$ cat config.mk
export PLATFORM = sky130hd
export DESIGN_NAME = sisc_seq
export DESIGN_NICKNAME = d
export VERILOG_FILES = /design/src/rtl/sisc_seq.sv
export SDC_FILE = /design/constraint.sdc
export NUM_CORES = 1
export LEC_CHECK = 0
export ABC_AREA = 1
export CORE_ASPECT_RATIO = 0.7
export CORE_UTILIZATION = 30
export DETAILED_ROUTE_END_ITERATION = 16
export GPL_ROUTABILITY_DRIVEN = 0
export PLACE_DENSITY = 0.55
export SLEW_MARGIN = 15
export SYNTH_ARGS = -nofsm -noshare
export SYNTH_HDL_FRONTEND = slang
export SYNTH_SLANG_ARGS = --single-unit
$ cat constraint.sdc
create_clock -name clk -period 2.4 [get_ports clk]
set_clock_uncertainty 0.1 [all_clocks]
set_input_delay 0.48 -clock clk [delete_from_list [all_inputs] [get_ports clk]]
set_output_delay 0.48 -clock clk [all_outputs]
set_load 0.01 [all_outputs]
$ cat src/rtl/sisc_seq.sv
// sisc_seq: multi-cycle instruction sequencer for the SISC core.
//
// Owns the program counter and instruction register. Fetches over a req/valid
// handshake, decodes, and drives the ALU, register-file and status-register
// enables. Branches (absolute and relative) resolve against the status register.
// HALT and illegal opcodes park the sequencer in terminal states until reset.
//
// Ports:
//   clk          rising-edge clock
//   rst_f        synchronous active-low reset
//   imem_req     fetch request (high in FETCH)
//   imem_addr    fetch address, equal to pc
//   imem_valid   fetched instruction valid this cycle
//   imem_data    fetched instruction
//   stat         current status register contents
//   ir_q         latched instruction register
//   pc           program counter
//   alu_op       ALU operation, ir_q[27:24]; meaningful in EXECUTE
//   alu_imm_sel  ALU B operand is the immediate
//   stat_en      status register write enable
//   rf_we        register file write enable
//   wb_sel       writeback mux select (0 = ALU result)
//   halted       sequencer is in HALT
//   trap         sequencer is in TRAP (illegal opcode)

module sisc_seq #(
    parameter int unsigned    PC_W     = 16,
    parameter int unsigned    IR_W     = 32,
    parameter int unsigned    STAT_W   = 4,
    parameter logic [PC_W-1:0] RESET_PC = '0
) (
    input  logic              clk,
    input  logic              rst_f,
    output logic              imem_req,
    output logic [PC_W-1:0]   imem_addr,
    input  logic              imem_valid,
    input  logic [IR_W-1:0]   imem_data,
    input  logic [STAT_W-1:0] stat,
    output logic [IR_W-1:0]   ir_q,
    output logic [PC_W-1:0]   pc,
    output logic [3:0]        alu_op,
    output logic              alu_imm_sel,
    output logic              stat_en,
    output logic              rf_we,
    output logic              wb_sel,
    output logic              halted,
    output logic              trap
);

    typedef enum logic [2:0] {
        StFetch     = 3'd0,
        StDecode    = 3'd1,
        StExecute   = 3'd2,
        StWriteback = 3'd3,
        StHalt      = 3'd4,
        StTrap      = 3'd5
    } state_e;

    localparam logic [3:0] OpNop  = 4'd0;
    localparam logic [3:0] OpAluR = 4'd1;
    localparam logic [3:0] OpAluI = 4'd2;
    localparam logic [3:0] OpBra  = 4'd3;
    localparam logic [3:0] OpBrr  = 4'd4;
    localparam logic [3:0] OpHalt = 4'd15;

    state_e            r_state, w_state_nxt;
    logic [PC_W-1:0]   r_pc, w_pc_nxt;
    logic [IR_W-1:0]   r_ir, w_ir_nxt;

    logic [3:0]        w_opc;
    logic [3:0]        w_mm;
    logic [15:0]       w_imm;
    logic [STAT_W-1:0] w_mask;
    logic              w_taken;
    logic [PC_W-1:0]   w_imm_zx;
    logic [PC_W-1:0]   w_imm_sx;
    logic              w_unused_ir;

    assign w_opc  = r_ir[31:28];
    assign w_mm   = r_ir[27:24];
    assign w_imm  = r_ir[15:0];
    assign w_mask = w_mm[STAT_W-1:0];

    // An all-zero mask means unconditional; otherwise any selected flag set.
    assign w_taken = (w_mask == '0) || ((stat & w_mask) != '0);

    // Immediate fitted to PC width: zero-extended for BRA, sign-extended for BRR.
    generate
        if (PC_W > 16) begin : g_imm_wide
            assign w_imm_zx = {{(PC_W-16){1'b0}}, w_imm};
            assign w_imm_sx = {{(PC_W-16){w_imm[15]}}, w_imm};
        end else begin : g_imm_narrow
            assign w_imm_zx = w_imm[PC_W-1:0];
            assign w_imm_sx = w_imm[PC_W-1:0];
        end
    endgenerate

    generate
        if (IR_W > 32) begin : g_ir_wide
            assign w_unused_ir = ^{r_ir[IR_W-1:32], r_ir[23:16]};
        end else begin : g_ir_narrow
            assign w_unused_ir = ^r_ir[23:16];
        end
    endgenerate

    always_ff @(posedge clk) begin
        if (!rst_f) begin
            r_state <= StFetch;
            r_pc    <= RESET_PC;
            r_ir    <= '0;
        end else begin
            r_state <= w_state_nxt;
            r_pc    <= w_pc_nxt;
            r_ir    <= w_ir_nxt;
        end
    end

    always_comb begin
        w_state_nxt = r_state;
        w_pc_nxt    = r_pc;
        w_ir_nxt    = r_ir;
        imem_req    = 1'b0;
        alu_imm_sel = 1'b0;
        stat_en     = 1'b0;
        rf_we       = 1'b0;
        halted      = 1'b0;
        trap        = 1'b0;

        unique case (r_state)
            StFetch: begin
                imem_req = 1'b1;
                if (imem_valid) begin
                    w_ir_nxt    = imem_data;
                    w_pc_nxt    = r_pc + PC_W'(1);
                    w_state_nxt = StDecode;
                end
            end
            StDecode: begin
                case (w_opc)
                    OpNop:                      w_state_nxt = StFetch;
                    OpHalt:                     w_state_nxt = StHalt;
                    OpAluR, OpAluI, OpBra, OpBrr: w_state_nxt = StExecute;
                    default:                    w_state_nxt = StTrap;
                endcase
            end
            StExecute: begin
                w_state_nxt = StFetch;
                case (w_opc)
                    OpAluR, OpAluI: begin
                        stat_en     = 1'b1;
                        alu_imm_sel = (w_opc == OpAluI);
                        w_state_nxt = StWriteback;
                    end
                    OpBra: begin
                        if (w_taken) w_pc_nxt = w_imm_zx;
                    end
                    OpBrr: begin
                        // r_pc already points past the branch instruction.
                        if (w_taken) w_pc_nxt = r_pc + w_imm_sx;
                    end
                    default: ;
                endcase
            end
            StWriteback: begin
                rf_we       = 1'b1;
                w_state_nxt = StFetch;
            end
            StHalt: halted = 1'b1;
            StTrap: trap   = 1'b1;
            default: w_state_nxt = StFetch;
        endcase
    end

    assign imem_addr = r_pc;
    assign pc        = r_pc;
    assign ir_q      = r_ir;
    assign alu_op    = w_mm;
    assign wb_sel    = 1'b0;

endmodule

==> results.json <==
{
  "cts.sinks": 51,
  "h-tree-depth": 2,
  "overflow": 0,
  "min_path_type": "reg2reg",
  "final_hold_viol_count": 0,
  "crit_slowest_cell": "clkdlybuf4s50_1",
  "ys_warn_count": 0,
  "finalCriticalPeriod_ps": 2258,
  "synth_top_area_share": 0.2840,
  "drtPass1Iterations": 5,
  "leakagePower_nw": 2.089,
  "port_buffers": 112,
  "viasPerCell": 4.947,
  "required_ps": 1820,
  "peakVddDrop_mv": 0.3754,
  "die_y_um": 93.59,
  "synth_cell_types": 43,
  "multi_input_area_um2": 2052,
  "drive_gt1_frac": 0.08346,
  "vias": 3918,
  "drcViolationCount": 0,
  "mostFrequentLayoutCell": "clkdlybuf4s50_1",
  "antenna_left": 0,
  "first_global_vias": 3494,
  "fin_nets": 690,
  "cts_buffer_depth": 2,
  "initial_utilization": 0.3076,
  "path_cells": "nor2_1 > nand2_1 > clkinv_2 > clkdlybuf4s50_1",
  "antenna_found_initial": 0,
  "avgSynthCellArea_um2": 6.669,
  "routed_wl_mm": 11.21,
  "critPathLaunchType": "flip-flop",
  "postCtsSetupRepairBufs": 0,
  "ys_seq_area_frac": 0.2840,
  "grt_pass1_wl_mm": 17.71,
  "cp_max_fo": 16,
  "die_x_um": 132.8,
  "synth_edf_count": 0,
  "ios": 114,
  "ys_seq_elements": 51,
  "synth_area_leaders": "dfxtp_1 (28%), nand2_1 (11%), a21oi_1 (9.7%)",
  "fmax_ghz": 0.4430,
  "globalRouteTotalUtil": 0.1812,
  "finalCritPeriodShare": 0.9406,
  "dominantRegCellSynth": "dfxtp_1",
  "outcome": "finished, final reports clean",
  "maxCapViolCount": 0,
  "cts_tree": "built",
  "drt_iter0_drc": 232,
  "rsz0062_at_grt": "false",
  "syn_area_um2": 3595,
  "cts_buffers": 5,
  "cts-root-buf": "clkbuf_16",
  "regArea_um2": 1021,
  "critPathBufInv": 2,
  "fin_tns_setup_ps": 0,
  "diodes": 0,
  "syn_inst": 539,
  "cp-end-kind": "output pin",
  "coreArea_um2": 11690,
  "slew_viol_final": 0,
  "wl_per_cell_um": 14.15,
  "dpl.hpwl_mm": 8.459,
  "worstSkewPairLatency_ps": 300,
  "ys_async_sr_fraction": 0,
  "clk_pin_slew_ps": 70,
  "cp_top_family": "buffers and inverters",
  "yosysTopAreaCell": "dfxtp_1",
  "placed_area_um2": 4766,
  "crit_arrival_ps": 1680,
  "postLayoutCellArea_um2": 4970,
  "syn_to_final_growth_pct": 38.25,
  "layout_common_cells": "clkdlybuf4s50_1 (110), nand2_1 (106), a21oi_1 (70)",
  "pwr_density_cell_nw_per_um2": 854.9,
  "path_class": "reg2out",
  "nFillCells": 1201,
  "syn_nets": 595,
  "fp-row-count": 33,
  "finalSetupViolCount": 0,
  "design.die.area_um2": 12430,
  "grt_max_degree": 30,
  "slowest_delay_ps": 580
}
==> sequential cells by signal (all words and copies together) (netlist names) <==
name	count
r_state	3
imem_addr	16
ir_q	32
==> per-layer routing <==
| layer | up-vias | wire length [um] | track usage |
|---|---|---|---|
| li1 | 1945 | - | - |
| met1 | 1822 | 5611 | 0.2632 |
| met2 | 139 | 4725 | 0.2762 |
| met3 | 12 | 744 | 0.03089 |
| met4 | 0 | 124 | 0.04023 |
| met5 | - | 0 | 0 |
==> synthesized netlist by cell type (2+ instances only) <==
cell type / number
nand2_1: 106
a21oi_1: 70
inv_1: 63
dfxtp_1: 51
nand3_1: 42
o21ai_0: 42
nor2_1: 29
buf_4: 22
ha_1: 16
o21ai_1: 10
buf_2: 9
xnor2_1: 7
a31oi_1: 6
nor3_1: 6
xor2_1: 6
clkbuf_1: 5
nand2_2: 5
a21oi_2: 4
inv_2: 4
nand3_2: 4
nand4_1: 4
nor2_4: 3
buf_1: 2
buf_6: 2
nor2_2: 2
o211ai_1: 2
==> cell type report <==
class                   count  share of cell area
multi-input cells         379              0.4129
inverters                  68             0.05186
repair buffers            129              0.2523
clock buffers               6             0.02593
clock inverters             2             0.01208
well taps                 157             0.03953
flip-flops and latches     51              0.2054
==> final timing paths <==
kind	from	to	slack, ps	cells after the start
max	r_state[2]$_SDFFE_PN0P_	imem_req	140	4
min	ir_q[20]$_SDFFE_PN0P_	ir_q[20]$_SDFFE_PN0P_	360	2
max reg2reg	imem_addr[0]$_SDFFE_PN0P_	imem_addr[12]$_SDFFE_PN0P_	270	12
min reg2reg	ir_q[20]$_SDFFE_PN0P_	ir_q[20]$_SDFFE_PN0P_	360	2
==> cells by family (layout without fill, tap and decap cells) <==
logic type      after synthesis  count (layout)  share of synthesized area
compound gates              141             141                     0.2106
xor+xnor                     13              13                    0.03167
fa+ha+maj                    17              17                    0.06126
buf+inv                     109             205                     0.1476
flops                        51              51                     0.2840
other cells                   1               1                   0.001043
simple gates                207             207                     0.2638
==> report_power, final <==
group | leakage [nW] | internal [mW] | switching (mW)
clock | 0.0911 | 0.599 | 0.341
combinational | 1.58 | 0.952 | 1.13
sequential | 0.421 | 1.03 | 0.198
==> tightest hold or removal path: stages, from the launching register on <==
cell,delay [ps]
dfxtp_1,310
nand2_1,60
a21oi_1,50
==> per-stage QoR <==
stage / worst slack [ps] / power (mW) / hold slack [ps] / utilization / std cells
2_1_floorplan: 471.7 / 2.500 / 384.0 / - / 539
3_3_place_gp: 301.8 / 3.302 / 350.4 / 0.4079 / 784
3_5_place_dp: 234.8 / 3.317 / 356.0 / 0.4079 / 784
4_1_cts: 1.873 / 4.282 / 366.8 / 0.4248 / 792
5_1_grt: 49.72 / 4.544 / 374.9 / 0.4253 / 792
6_report: 142.4 / 4.249 / 362.7 / 0.4253 / 792
==> repair_timing <==
item                       4_1_cts  5_1_grt
gates resized for setup          2        3
hold buffers                     0        0
setup endpoints to repair        2        3
Note: power is estimated with default switching activity, not from simulation.
==> edit (same settings) <==
Re-encode `state_e` (6 states) as one-hot, 6 bits wide.
--- a/src/rtl/sisc_seq.sv
+++ b/src/rtl/sisc_seq.sv
@@ -47,13 +47,13 @@
     output logic              trap
 );
 
-    typedef enum logic [2:0] {
-        StFetch     = 3'd0,
-        StDecode    = 3'd1,
-        StExecute   = 3'd2,
-        StWriteback = 3'd3,
-        StHalt      = 3'd4,
-        StTrap      = 3'd5
+    typedef enum logic [5:0] {
+        StFetch     = 6'b000001,
+        StDecode    = 6'b000010,
+        StExecute   = 6'b000100,
+        StWriteback = 6'b001000,
+        StHalt      = 6'b010000,
+        StTrap      = 6'b100000
     } state_e;
 
     localparam logic [3:0] OpNop  = 4'd0;
Formal check against the unedited RTL: no difference found for any inputs over 4 cycles, from zero or initial values and one cycle with rst_f low; so few cycles prove little.
==> edit against the unedited design <==
Global-route usage rose by 1.2 points. Wire length rose by 12%. Final area rose by 5.9%. Area after synthesis rose by 6.5%. Synthesized cell count rose by 15%. Worst setup slack improved by 24 ps. Power rose by 8.6%. Worst hold slack improved by 55 ps. Critical path depth rose by 2. Cell count rose by 11%. Sequential cell count rose by 3. Largest power group unchanged. Highest routed layer unchanged.
==> edit: results (changes against the unedited design) <==
Synth Area in Compound Gates=14.25% (-6.8 points); layout net count=777 (+13%); first-pass GRT wire length=19730 um (+11%); Leak=2.399 nW (+15%); vias in the first global route=3755 (+7.5%); total number of vias=4275 (+9.1%); fill count=1319 (+9.8%); placed inst area=0.005070 mm2 (+6.4%); worst reg2reg setup slack=290 ps (+20 ps); Hold Path Sink=ir_q[19]; cells on worst reg2reg path=11 (-1); Hold Path Origin=ir_q[19]; post-synth net total=675 (+13%); 1st-iter DRT viols=318 (+37%); adder-cell share of the synthesized area=5.752% (-0.37 points); status=completed; top cells by area, synth=dfxtp_1 (28%), nand2_1 (12%), nor2_1 (12%); largest net degree at the start of global routing=36 (+20%); library cells used by synthesis=38 (-12%); Routed WL=12550 um (+12%); layout cell share with drive strength beyond 1=8.183% (-0.16 points); Critical path origin=r_state[4]; synth cell count leaders=nand2_1 (126), nor2_1 (124), inv_1 (66); ANT cells=0 (unchanged); hpwl dp=9705 um (+15%); worst IR drop on VDD=0.3223 mV (-14%); gr usage total=19.36% (+1.2 points); CP max stage delay=540 ps (-40 ps); Worst Path Max Fanout=4 (-12)
-- edit: worst register-to-register path: stages (launching register included) --
cell,delay [ps]
dfxtp_1,380
ha_1,260
fa_1,380
nand2_1,100
nand2_1,70
and2_1,180
nand3_1,150
nand3_1,100
nand2_1,70
nand3_1,70
nand2_1,100
a21oi_1,60
-- edit: metrics by stage --
step           hold slack (ps)  setup WS [ps]  std cells  util [%]
3_3_place_gp             390.4          273.8        876     40.81
4_1_cts                  426.5          15.56        883     42.21
3_5_place_dp             400.5          211.5        876     40.81
5_1_grt                  453.1          48.33        883     42.37
6_report                 417.4          166.0        883     42.37
2_1_floorplan            396.8          534.9        619         -
-- edit: layout make-up --
cell class | count | area share [%]
Multi-Input combinational cell | 453 | 42.63
Timing Repair Buffer | 134 | 24.63
Sequential cell | 54 | 20.57
Inverter | 73 | 5.207
Tap cell | 162 | 3.852
Clock buffer | 5 | 2.378
Clock inverter | 2 | 0.7370
-- edit: what timing repair did --
| item | CTS | global route |
|---|---|---|
| endpoints found under the hold margin | 0 | 0 |
| setup endpoints to repair | 1 | 4 |
| resized for setup | 3 | 7 |
-- edit: kinds of logic (layout without fill, tap and decap cells) --
kind of cell	Yosys count	after routing
other	1	1
adder cells (fa/ha/maj)	17	17
AND/OR/NAND/NOR	325	325
flip-flops	54	54
buffers and inverters	112	214
XOR/XNOR	9	9
AO/OA/AOI/OAI	101	101
-- edit: report_power, final --
group	switching, mW	internal [mW]	total (mW)
clock network	0.359	0.490	0.849
logic	1.28	1.11	2.39
registers	0.273	1.10	1.37
total	1.91	2.71	4.62
-- edit: layer usage --
layer	share of wire (%)	vias to the layer above	GRT usage (%)
met4	0.49	0	3.022
li1	-	2163	-
met5	0	-	0
met2	40	148	28.54
met1	51	1957	28.98
met3	8.0	7	3.965
